File: src/rtl/quad_encoder_gen_if.sv
// Move-command channel for the quadrature encoder generator.
// The master issues moves and aborts; the slave (the generator) reports readiness.
interface quad_encoder_gen_if #(
    parameter int STEP_W = 16,
    parameter int DIV_W  = 16
);
    logic              cmd_valid;
    logic              cmd_ready;
    logic              cmd_dir;
    logic [STEP_W-1:0] cmd_steps;
    logic [DIV_W-1:0]  step_div;
    logic              abort;

    modport master (
        output cmd_valid, cmd_dir, cmd_steps, step_div, abort,
        input  cmd_ready
    );

    modport slave (
        input  cmd_valid, cmd_dir, cmd_steps, step_div, abort,
        output cmd_ready
    );
endinterface

File: src/rtl/quad_encoder_gen.sv
// Quadrature encoder generator.
// Emits a commanded number of A/B quadrature steps at a programmable rate and tracks the angular position.
module quad_encoder_gen #(
    parameter int CPR    = 400,
    parameter int STEP_W = 16,
    parameter int DIV_W  = 16
) (
    input  logic                    clk,
    input  logic                    rst,
    quad_encoder_gen_if.slave       cmd,
    output logic                    A,
    output logic                    B,
    output logic                    Z,
    output logic [$clog2(CPR)-1:0]  position,
    output logic                    busy,
    output logic                    done
);
    localparam int              POS_W   = $clog2(CPR);
    localparam logic [POS_W-1:0] POS_MAX = POS_W'(CPR - 1);

    typedef enum logic {IDLE = 1'b0, RUN = 1'b1} state_t;

    state_t            state_reg, state_next;
    logic [DIV_W-1:0]  div_cnt_reg;
    logic [DIV_W-1:0]  div_reg;
    logic [STEP_W-1:0] remaining_reg;
    logic              dir_reg;
    logic [POS_W-1:0]  position_reg;
    logic [POS_W-1:0]  position_next;
    logic              a_reg, b_reg, z_reg, done_reg;
    logic              ready;
    logic              accept;
    logic              tick;
    logic              last_step;

    assign accept    = cmd.cmd_valid && ready;
    assign tick      = (state_reg == RUN) && (div_cnt_reg == div_reg);
    assign last_step = (remaining_reg == STEP_W'(1));

    // Wrap-around step in the latched direction; only committed on a tick.
    always_comb begin
        position_next = position_reg;
        if (dir_reg) begin
            position_next = (position_reg == '0) ? POS_MAX : position_reg - POS_W'(1);
        end else begin
            position_next = (position_reg == POS_MAX) ? '0 : position_reg + POS_W'(1);
        end
    end

    always_ff @(posedge clk) begin
        if (rst) begin
            state_reg <= IDLE;
        end else begin
            state_reg <= state_next;
        end
    end

    always_comb begin
        state_next = state_reg;
        case (state_reg)
            IDLE: if (accept && (cmd.cmd_steps != '0)) state_next = RUN;
            RUN: begin
                if (cmd.abort) begin
                    state_next = IDLE;
                end else if (tick && last_step) begin
                    state_next = IDLE;
                end
            end
            default: state_next = IDLE;
        endcase
    end

    always_comb begin
        busy  = (state_reg == RUN);
        ready = (state_reg == IDLE) && !cmd.abort;
    end

    // An abort in RUN freezes position and outputs; counters are reloaded on the next accept.
    always_ff @(posedge clk) begin
        if (rst) begin
            div_cnt_reg   <= '0;
            div_reg       <= '0;
            remaining_reg <= '0;
            dir_reg       <= 1'b0;
            position_reg  <= '0;
            a_reg         <= 1'b0;
            b_reg         <= 1'b0;
            z_reg         <= 1'b1;
            done_reg      <= 1'b0;
        end else begin
            done_reg <= 1'b0;
            if (accept) begin
                dir_reg       <= cmd.cmd_dir;
                div_reg       <= cmd.step_div;
                remaining_reg <= cmd.cmd_steps;
                div_cnt_reg   <= '0;
                if (cmd.cmd_steps == '0) done_reg <= 1'b1;
            end else if ((state_reg == RUN) && !cmd.abort) begin
                if (tick) begin
                    div_cnt_reg   <= '0;
                    remaining_reg <= remaining_reg - STEP_W'(1);
                    position_reg  <= position_next;
                    a_reg         <= position_next[1] ^ position_next[0];
                    b_reg         <= position_next[1];
                    z_reg         <= (position_next == '0);
                    if (last_step) done_reg <= 1'b1;
                end else begin
                    div_cnt_reg <= div_cnt_reg + DIV_W'(1);
                end
            end
        end
    end

    assign cmd.cmd_ready = ready;
    assign position      = position_reg;
    assign A             = a_reg;
    assign B             = b_reg;
    assign Z             = z_reg;
    assign done          = done_reg;
endmodule

File: src/flat_wrapper.sv
// flat-port wrapper written by rule: the top's interface ports become plain ports
module quad_encoder_gen_flat 
#(
    parameter int CPR    = 400,
    parameter int STEP_W = 16,
    parameter int DIV_W  = 16
)
  (clk, rst, A, B, Z, position, busy, done, cmd_cmd_valid, cmd_cmd_dir, cmd_cmd_steps, cmd_step_div, cmd_abort, cmd_cmd_ready);
  quad_encoder_gen_if #(.STEP_W(STEP_W), .DIV_W(DIV_W)) cmd_i ();
  input  logic clk;
  input  logic rst;
  output logic A;
  output logic B;
  output logic Z;
  output logic [$clog2(CPR)-1:0] position;
  output logic busy;
  output logic done;
  input wire logic [$bits(cmd_i.cmd_valid)-1:0] cmd_cmd_valid;
  input wire logic [$bits(cmd_i.cmd_dir)-1:0] cmd_cmd_dir;
  input wire logic [$bits(cmd_i.cmd_steps)-1:0] cmd_cmd_steps;
  input wire logic [$bits(cmd_i.step_div)-1:0] cmd_step_div;
  input wire logic [$bits(cmd_i.abort)-1:0] cmd_abort;
  output wire logic [$bits(cmd_i.cmd_ready)-1:0] cmd_cmd_ready;
  assign cmd_i.cmd_valid = cmd_cmd_valid;
  assign cmd_i.cmd_dir = cmd_cmd_dir;
  assign cmd_i.cmd_steps = cmd_cmd_steps;
  assign cmd_i.step_div = cmd_step_div;
  assign cmd_i.abort = cmd_abort;
  assign cmd_cmd_ready = cmd_i.cmd_ready;
  quad_encoder_gen #(.CPR(CPR), .STEP_W(STEP_W), .DIV_W(DIV_W)) u_core (.clk(clk), .rst(rst), .cmd(cmd_i), .A(A), .B(B), .Z(Z), .position(position), .busy(busy), .done(done));
endmodule
File: config.mk
export PLATFORM = sky130hd
export DESIGN_NAME = quad_encoder_gen_flat
export DESIGN_NICKNAME = d
export VERILOG_FILES = /design/src/rtl/quad_encoder_gen_if.sv /design/src/rtl/quad_encoder_gen.sv /design/src/flat_wrapper.sv
export SDC_FILE = /design/constraint.sdc
export NUM_CORES = 1
export LEC_CHECK = 0
export CORE_MARGIN = 5
export CORE_UTILIZATION = 45
export DETAILED_ROUTE_END_ITERATION = 8
export PLACE_DENSITY = 0.72
export SETUP_SLACK_MARGIN = 0.5
export SYNTH_ARGS = -nofsm -noshare
export SYNTH_HDL_FRONTEND = slang
export SYNTH_SLANG_ARGS = --single-unit
File: constraint.sdc
create_clock -name clk -period 2.6 [get_ports clk]
set_input_delay 0.52 -clock clk [delete_from_list [all_inputs] [get_ports clk]]
set_output_delay 0.52 -clock clk [all_outputs]
set_load 0.01 [all_outputs]
==> summary.md, run 1 <==
| Metric | Value |
|---|---|
| Clock slew seen by the registers of the worst setup and hold paths | `0.07 ns` |
| Post-DP Area | `4130 µm²` |
| Global route overflow | `0` |
| Max-Slew Margin vs Limit | `roughly two thirds` |
| Worst Reg2Reg Path Length in Cells | `9` |
| Async SR Flop Fraction | `0%` |
| Post-Route WL | `between 9000 and 10000 µm` |
| Post-synth top flop | `dfxtp_1` |
| Buffers added on ports | `51` |
| Yosys cell types | `between 60 and 70` |
| Core area | `between 7000 and 8000 µm²` |
| Effective utilization at floorplan | `45.9%` |
| Final Wtd Congestion | `0.929` |
| CTS tree | `yes` |
| Filler cell count | `approximately 630` |
| Hold Path Class | `reg2reg` |
| Netlist Area Pre-Place | `about 3500 µm²` |
| Sequential standard cell area | `between 1000 and 1500 µm²` |
| CP endpoint kind | `register` |
| Share of layout cells above drive strength 1 | `about 22%` |
| Setup TNS | `0 ns` |
| Final setup viols | `0` |
| Vias in the first global route | `3293` |
| Syn nets | `between 400 and 500` |
| Routed length on met2 | `roughly 4800 µm` |
| Peak supply drop | `between 0.0003 and 0.0004 V` |
| Final net count | `564` |
| Number of flops mapped to enable cells by yosys | `0` |
| Clock Latency Late Sink | `0.34 ns` |
| RSZ-0062 raised after global routing | `true` |
| Crit path kind | `reg2reg` |
| CTS Sinks | `just over 60` |
| Design area | `4830 µm²` |
| H-tree depth | `3` |
| Post-route ant nets | `0` |
| CP startpoint kind | `register` |
| Footprint of the multi-input gates | `roughly 2300 µm²` |
| ANT cells | `0` |
| Slew @ Worst Pin | `between 0.5 and 0.6 ns` |
| Highest metal used | `met4` |
| Synthesized flop and latch total | `62` |
| Root buf cell | `clkbuf_8` |
| Largest buffer count on any clock path | `2` |
| Highest clock rate | `0.460 GHz` |
| Layout Utilization | `between 60% and 70%` |
| Final min period | `about 2.2 ns` |
| Final hold vios | `0` |
| Met3 wire length | `about 430 µm` |
| Max Cap Viol | `0` |
| Power Density | `roughly 460 nW/µm²` |
| Synthesized area per cell | `7.83 µm²` |
| Vias | `approximately 3.6k` |
| Clk_skew | `0.00921 ns` |
| DRC violations left | `0` |
| Ports | `52` |
| Mapped Cells | `~450` |
| Gr usage total | `about a fifth` |
| Die height | `98.3 µm` |
| FP Rows | `32` |
| Leak | `1.71 nW` |
| CP Max Fanout | `7` |
| Sequential area share after synthesis | `35.4%` |
| Synth Warn # | `0` |
| Largest net degree at the start of global routing | `48` |
| DRT Pass-1 Iters | `5` |
| Die width | `slightly below 100 µm` |
| Dpl hpwl | `6270 µm` |
| CTS buffer count | `9` |
| Via density | `~5.7` |
| CP arrival | `2.45 ns` |
| Initial antenna violation count | `0` |
| Pins Over Slew Limit | `0` |
| Initial drt markers | `between 200 and 250` |
| Area delta synth->final | `37.8%` |
| First-pass GRT wire length | `15500 µm` |
| Crit share post-route | `a little over four fifths` |
| M1 WL | `between 4000 and 5000 µm` |
| Status | `finished, final reports clean` |
| Die area | `roughly 9700 µm²` |
| Hold Path Stages | `2` |
| WL per Instance | `~16 µm` |
| CP required | `roughly 2.9 ns` |
## stage by stage
step	power (W)	cells	setup WS, ns	hold WS, ns
3_5_place_dp	0.00129	584	0.152	0.455
3_3_place_gp	0.00129	584	0.219	0.456
5_1_grt	0.00228	627	0.346	0.494
4_1_cts	0.00220	612	0.379	0.466
2_1_floorplan	0.00118	448	0.532	0.448
6_report	0.00220	627	0.425	0.463
## cell usage after synthesis, drive strengths merged (2+ instances only)
master    n  area, µm²
and2      3       20.0
o21a      2       15.0
buf      11       72.6
nand2b    4       25.0
a31oi     9       56.3
o31ai     2       15.0
a2111oi   2       23.8
nand2    73        274
and3      4       25.0
mux2i     2       20.0
a22oi     5       37.5
nor3     15       86.3
a211oi    4       30.0
o21ai     8       40.0
inv       8       30.0
or4       7       56.3
xor2     13        114
nor4b     2       23.8
o211ai    2       15.0
or2       3       18.8
xnor2    23        201
nand3    15       75.1
o311ai    7       61.3
a21oi    37        185
or3       4       25.0
clkbuf   19       71.3
a311oi    5       43.8
nand4    14       87.6
nor2b     4       25.0
dfxtp    62       1240
nor2     43        161
ha        7       87.6
nor4     12       96.3
## cells in the final DEF, fill, tap and decap left out, types with 12 or more instances in the layout
cell type,Yosys,routed
a21oi_1,37,36
buf_4,2,33
clkbuf_8,0,13
clkdlybuf4s50_1,0,50
dfxtp_1,62,47
nand2_1,73,71
nand3_1,15,12
nand4_1,14,14
nor2_1,43,42
xnor2_1,23,22
xor2_1,13,13
## power by group
group / switching [W] / total [W] / internal [W]
combinational: 0.000150 / 0.000287 / 0.000138
sequential: 0.0000266 / 0.00100 / 0.000973
clock: 0.000369 / 0.000913 / 0.000544
## metal layers
layer / GRT usage, % / vias up
met4: 7.88 / 0
li1: - / 1745
met2: 31.7 / 118
met5: 0 / -
met1: 25.7 / 1693
met3: 2.57 / 17
## worst paths after layout
check / end / startpoint / slack, ns
worst min register to register: u_core.A$_SDFFE_PP0P_ / u_core.A$_SDFFE_PP0P_ / 0.46
worst max register to register: u_core.Z$_SDFFE_PP1P_ / u_core.position[1]$_SDFFE_PP0P_ / 0.42
worst min-delay path: u_core.A$_SDFFE_PP0P_ / u_core.A$_SDFFE_PP0P_ / 0.46
worst max-delay path: u_core.Z$_SDFFE_PP1P_ / u_core.position[1]$_SDFFE_PP0P_ / 0.42
## worst max-delay path, cell delays in order (launching register included)
cell and delay [ns]:
dfxtp_4 0.40, ha_4 0.16, nand3_4 0.14, nor2_4 0.16, a31oi_4 0.13, a22oi_2 0.18
ha_2 0.22, nand3_2 0.05, or4_4 0.50, o21ai_1 0.15
## layout make-up
type,instances,share of cell area [%]
well taps,102,2.64
clock inverters,3,0.828
repair buffers,91,18.1
multi-input cells,347,47.6
flip-flops and latches,62,26.3
inverters,9,0.880
clock buffers,13,3.70
## kinds of logic after synthesis
group,Yosys count,synth area share (%)
simple gates,206,29.4
compound gates,95,17.8
flops,62,35.4
buf+inv,39,5.06
xor+xnor,36,8.99
fa+ha+maj,7,2.50
mux,3,0.892
## repair_timing
| action | 4_1_cts | 5_1_grt |
|---|---|---|
| gates cloned | 0 | 1 |
| resized for setup | 21 | 46 |
| endpoints found under the setup margin | 9 | 28 |
| setup buffers | 12 | 14 |
| pin swaps | 8 | 18 |
| hold buffers | 0 | 0 |
Power figures use the tool's default switching activity.
==> inputs of run 2 (changes only) <==
- PLACE_DENSITY: 0.72 -> 0.75
- clock period: 2.6 -> 1.85 ns (I/O delays scaled with it)
==> summary.md, run 2 (synthesized netlist as in run 1, its figures left out) <==
| Metric | Value |
|---|---|
| Crit share post-route | `119%` |
| Max Cap Viol | `0` |
| Highest clock rate | `about 0.46 GHz` |
| CTS tree | `yes` |
| Place WS | `-0.282 ns` |
| Effective utilization at floorplan | `45.9%` |
| Hold Path Class | `reg2reg` |
| Clk_skew | `between 0.015 and 0.02 ns` |
| Die area | `a little under 10000 µm²` |
| Initial drt markers | `493` |
| Leak | `between 2 and 2.5 nW` |
| Failing checks | `setup timing` |
| Vias | `4510` |
| Clock Latency Late Sink | `approximately 0.37 ns` |
| Dpl hpwl | `around 7500 µm` |
| WHS | `0.474 ns` |
| Ports | `52` |
| Largest buffer count on any clock path | `2` |
| Final hold vios | `0` |
| Final Wtd Congestion | `0.946` |
| Commonest non-fill, non-tap cells in the layout | `buf_4, nand2_1, clkdlybuf4s50_1` |
| CP Max Fanout | `4` |
| Crit path kind | `reg2reg` |
| Peak supply drop | `between 0.0005 and 0.0006 V` |
| Area delta synth->final | `75.4%` |
| Pins Over Slew Limit | `0` |
| Post-Route WL | `15500 µm` |
| Status | `finished with violations` |
| First-pass GRT wire length | `approximately 21000 µm` |
| CTS Sinks | `between 60 and 70` |
| Final setup viols | `44` |
| Post-route ant nets | `0` |
| Worst setup margin | `-0.347 ns` |
| Die width | `~100 µm` |
| RSZ-0062 raised after global routing | `true` |
| Share of layout cells above drive strength 1 | `approximately half` |
| Max-Slew Margin vs Limit | `between 50% and 60%` |
| FP Rows | `32` |
| CP required | `~2.1 ns` |
| Final net count | `around 660` |
| Root buf cell | `clkbuf_8` |
| Buffers added on ports | `51` |
| ANT cells | `0` |
| Largest net degree at the start of global routing | `48` |
| DRC violations left | `0` |
| Slew @ Worst Pin | `around 0.63 ns` |
| Global route overflow | `0` |
| H-tree depth | `3` |
| CP arrival | `roughly 2.5 ns` |
| Final min period | `2.20 ns` |
| CP startpoint kind | `register` |
| Die height | `between 90 and 100 µm` |
| Via density | `between 6 and 7` |
| Core area | `roughly 7600 µm²` |
| Gr usage total | `a little over a quarter` |
| Layout Utilization | `about four fifths` |
| Vias in the first global route | `about 4.3k` |
| CP endpoint kind | `register` |
| Commonest non-fill, non-tap cell in the layout | `buf_4` |
| CTS buffer count | `9` |
| DRT Pass-1 Iters | `5` |
| WL per Instance | `approximately 22 µm` |
| Power Density | `between 500 and 600 nW/µm²` |
| Initial antenna violation count | `0` |
| Clock slew seen by the registers of the worst setup and hold paths | `0.08 ns` |
-- run 2: cell types whose count changed in the layout (fill, tap and decap cells not counted), sizes merged --
cell | previous run | this run
nand3 | 15 | 16
inv | 8 | 10
buf | 39 | 141
clkdlybuf4s15 | 0 | 1
clkinvlp | 1 | 0
clkbuf | 14 | 12
clkinv | 2 | 4
clkdlybuf4s50 | 50 | 36
-- run 2: path summary, 6_finish.rpt --
check	from	end	slack, ns	cells past startpoint
worst max register to register	u_core.position[0]$_SDFFE_PP0P_	u_core.Z$_SDFFE_PP1P_	-0.35	10
worst min register to register	u_core.div_reg[4]$_SDFFE_PP0P_	u_core.div_reg[4]$_SDFFE_PP0P_	0.47	2
worst min-delay path	u_core.div_reg[4]$_SDFFE_PP0P_	u_core.div_reg[4]$_SDFFE_PP0P_	0.47	2
worst max-delay path	u_core.position[0]$_SDFFE_PP0P_	u_core.Z$_SDFFE_PP1P_	-0.35	10
-- run 2: what timing repair did --
action | 4_1_cts | 5_1_grt
gates resized for setup | 158 | 72
hold buffers | 0 | 0
cloned | 5 | 0
hold endpoints to repair | 0 | 0
endpoints found under the setup margin | 76 | 58
pin swaps | 44 | 41
buffers inserted | 26 | 12
-- run 2: critical path, cell delays in order, from the launching register on --
cell and delay, ns:
dfxtp_4 0.38, buf_6 0.11, ha_4 0.17, nand3_4 0.09
nor2_4 0.16, a31oi_4 0.11, a22oi_2 0.20, ha_2 0.21
nand3_2 0.06, or4_4 0.52, o21ai_1 0.12
-- run 2: cell type report --
class                   count  area, µm²
inverters                   9       38.8
multi-input cells         348       2750
fillers                   414       1490
flip-flops and latches     62       1300
clock inverters             6       67.6
well taps                 102        128
repair buffers            181       1740
clock buffers              10        138
-- run 2: per-stage QoR --
step	area (µm²)	total power [W]	cells	setup TNS (ns)
floorplan	3760	0.00170	448	-0.111
global placement	4900	0.00191	659	-6.36
detailed placement	4900	0.00192	659	-8.55
CTS	5750	0.00325	706	-0.994
global route	6150	0.00342	718	-7.69
finish	6150	0.00335	718	-5.91
-- run 2: per-layer routing --
metal | wire (µm) | track usage [%] | vias up
met1 | 5790 | 32.1 | 2150
met5 | 0 | 0 | -
li1 | - | - | 1942
met3 | 1240 | 4.21 | 89
met4 | 1040 | 14.7 | 0
met2 | 7480 | 46.4 | 329
-- run 2: report_power, final --
group | total, W | internal (W) | switching [W]
logic | 0.000659 | 0.000321 | 0.000338
clock network | 0.00128 | 0.000666 | 0.000613
registers | 0.00141 | 0.00136 | 0.0000456
==> inputs of run 3 (changes only) <==
- CORE_UTILIZATION: 45 -> 30
- PLACE_DENSITY: 0.75 -> 0.55
==> summary.md, run 3 (synthesized netlist as in run 1, its figures left out) <==
| Metric | Value |
|---|---|
| Highest clock rate | `around 0.46 GHz` |
| Met3 wire length | `roughly 530 µm` |
| Final Non-Filler Cells | `approximately 750` |
| Filler cell count | `1031` |
| Effective utilization at floorplan | `30.7%` |
| Commonest non-fill, non-tap cells in the layout | `buf_4, nand2_1, dfxtp_1` |
| Failing checks | `setup timing` |
| WL per Instance | `15.8 µm` |
| Dpl hpwl | `between 7000 and 8000 µm` |
| Max Cap Viol | `0` |
| Pins Over Slew Limit | `0` |
| Highest metal used | `met4` |
| ANT cells | `0` |
| Cells after DPL | `around 710` |
| CTS Sinks | `62` |
| Initial antenna violation count | `0` |
| Clk_skew | `between 0.007 and 0.008 ns` |
| Commonest non-fill, non-tap cell in the layout | `buf_4` |
| HP Start | `u_core.A$_SDFFE_PP0P_` |
| Slew @ Worst Pin | `0.502 ns` |
| Post-route ant nets | `0` |
| DRC violations left | `0` |
| Design area | `6150 µm²` |
| Largest net degree at the start of global routing | `31` |
| Hold bufs inserted after CTS | `0` |
| Die width | `118 µm` |
| Hold Path Class | `reg2reg` |
| Largest buffer count on any clock path | `2` |
| Die area | `14000 µm²` |
| Gr usage total | `between 10% and 20%` |
| Die height | `between 100 and 150 µm` |
| Tot Pwr | `roughly 0.0036 W` |
| Flop pwr share | `between 30% and 40%` |
| Vias | `approximately 3.9k` |
| Reg2Reg Launch Point | `u_core.position[5]$_SDFFE_PP0P_` |
| CTS buffer count | `9` |
| Vias in the first global route | `4036` |
| CP arrival | `between 2 and 2.5 ns` |
| DRT Pass-1 Iters | `4` |
| Leak | `2.29 nW` |
| RSZ-0062 raised after global routing | `true` |
| Via density | `a little over 5` |
| Root buf cell | `clkbuf_16` |
| Clock slew seen by the registers of the worst setup and hold paths | `roughly 0.060 ns` |
| FP Rows | `39` |
| Final setup viols | `15` |
| Place WS | `-0.311 ns` |
| Psw | `~0.0010 W` |
| Status | `finished with violations` |
| Area delta synth->final | `75.4%` |
| Crit path kind | `reg2reg` |
| Post-Route WL | `between 10000 and 15000 µm` |
| CP Max Fanout | `6` |
| H-tree depth | `3` |
| Global route overflow | `0` |
| Clock Latency Late Sink | `roughly 0.34 ns` |
| Peak supply drop | `roughly 0.0004 V` |
| Ports | `52` |
| Final min period | `~2.2 ns` |
| First-pass GRT wire length | `about 19000 µm` |
| Buffers added on ports | `a little over 50` |
| Logic pwr share | `approximately 17%` |
| Internal Power | `between 0.002 and 0.003 W` |
| Final net count | `650` |
| Core area | `11400 µm²` |
| Share of layout cells above drive strength 1 | `46.2%` |
| Final hold vios | `0` |
| M1 WL | `~5100 µm` |
| Final Wtd Congestion | `roughly 0.91` |
| Crit share post-route | `117%` |
| CTS tree | `yes` |
| CP endpoint kind | `register` |
| Clock power share | `between 40% and 50%` |
| Routed length on met2 | `6100 µm` |
| Max-Slew Margin vs Limit | `between 60% and 70%` |
| Layout Utilization | `between 50% and 60%` |
| Initial drt markers | `194` |
| Worst setup margin | `-0.318 ns` |
| Crit path launch | `u_core.position[5]$_SDFFE_PP0P_` |
| CP startpoint kind | `register` |
| Sw frac | `~28%` |
| Post-DP Area | `~5000 µm²` |
| CP required | `~2.1 ns` |
| Power Density | `587 nW/µm²` |
[run 3: final timing paths]
kind	end	cells after the start	slack, ns
min	u_core.A$_SDFFE_PP0P_	2	0.47
max reg2reg	u_core.Z$_SDFFE_PP1P_	6	-0.32
max	u_core.Z$_SDFFE_PP1P_	6	-0.32
min reg2reg	u_core.A$_SDFFE_PP0P_	2	0.47
[run 3: layer usage]
metal	global-route usage, %	up-vias
met5	0	-
met4	5.95	0
met3	3.58	19
met2	29.3	102
met1	19.8	1858
li1	-	1934
[run 3: power by group through the flow]
stage	sequential, W	combinational (W)	clock (W)
after detailed placement	0.00144	0.000495	0
after CTS	0.00140	0.000576	0.00162
final	0.00140	0.000612	0.00160
after floorplan	0.00143	0.000273	0
after global placement	0.00143	0.000492	0
after global routing	0.00141	0.000664	0.00170
[run 3: worst max-delay path, stage by stage (launching register included)]
cell and delay, ns:
dfxtp_4 0.37, nor3_4 0.34, nand4_1 0.20, a2111oi_2 0.43, a21oi_1 0.12, or4_1 0.52, o21ai_1 0.14
[run 3: metrics by stage]
stage               setup TNS (ns)  hold WS, ns
floorplan                   -0.111        0.448
global placement             -7.26        0.446
detailed placement           -7.89        0.456
CTS                         -0.643        0.461
global route                 -4.46        0.489
finish                       -1.14        0.468
[run 3: cell type report]
| type | instances | area [µm²] | share of cell area, % |
|---|---|---|---|
| Multi-Input combinational cell | 348 | 2660 | 43.3 |
| Timing Repair Buffer | 176 | 1690 | 27.5 |
| Sequential cell | 62 | 1300 | 21.1 |
| Clock buffer | 9 | 225 | 3.66 |
| Tap cell | 143 | 179 | 2.91 |
| Clock inverter | 7 | 57.6 | 0.936 |
| Inverter | 9 | 38.8 | 0.630 |
[run 3: timing repair]
item                       in CTS  in global routing
setup endpoints to repair      77                 67
hold endpoints to repair        0                  0
setup buffers                  22                  6
gates resized for setup       146                 58
pin swaps                      26                 25
cloned                          5                  0
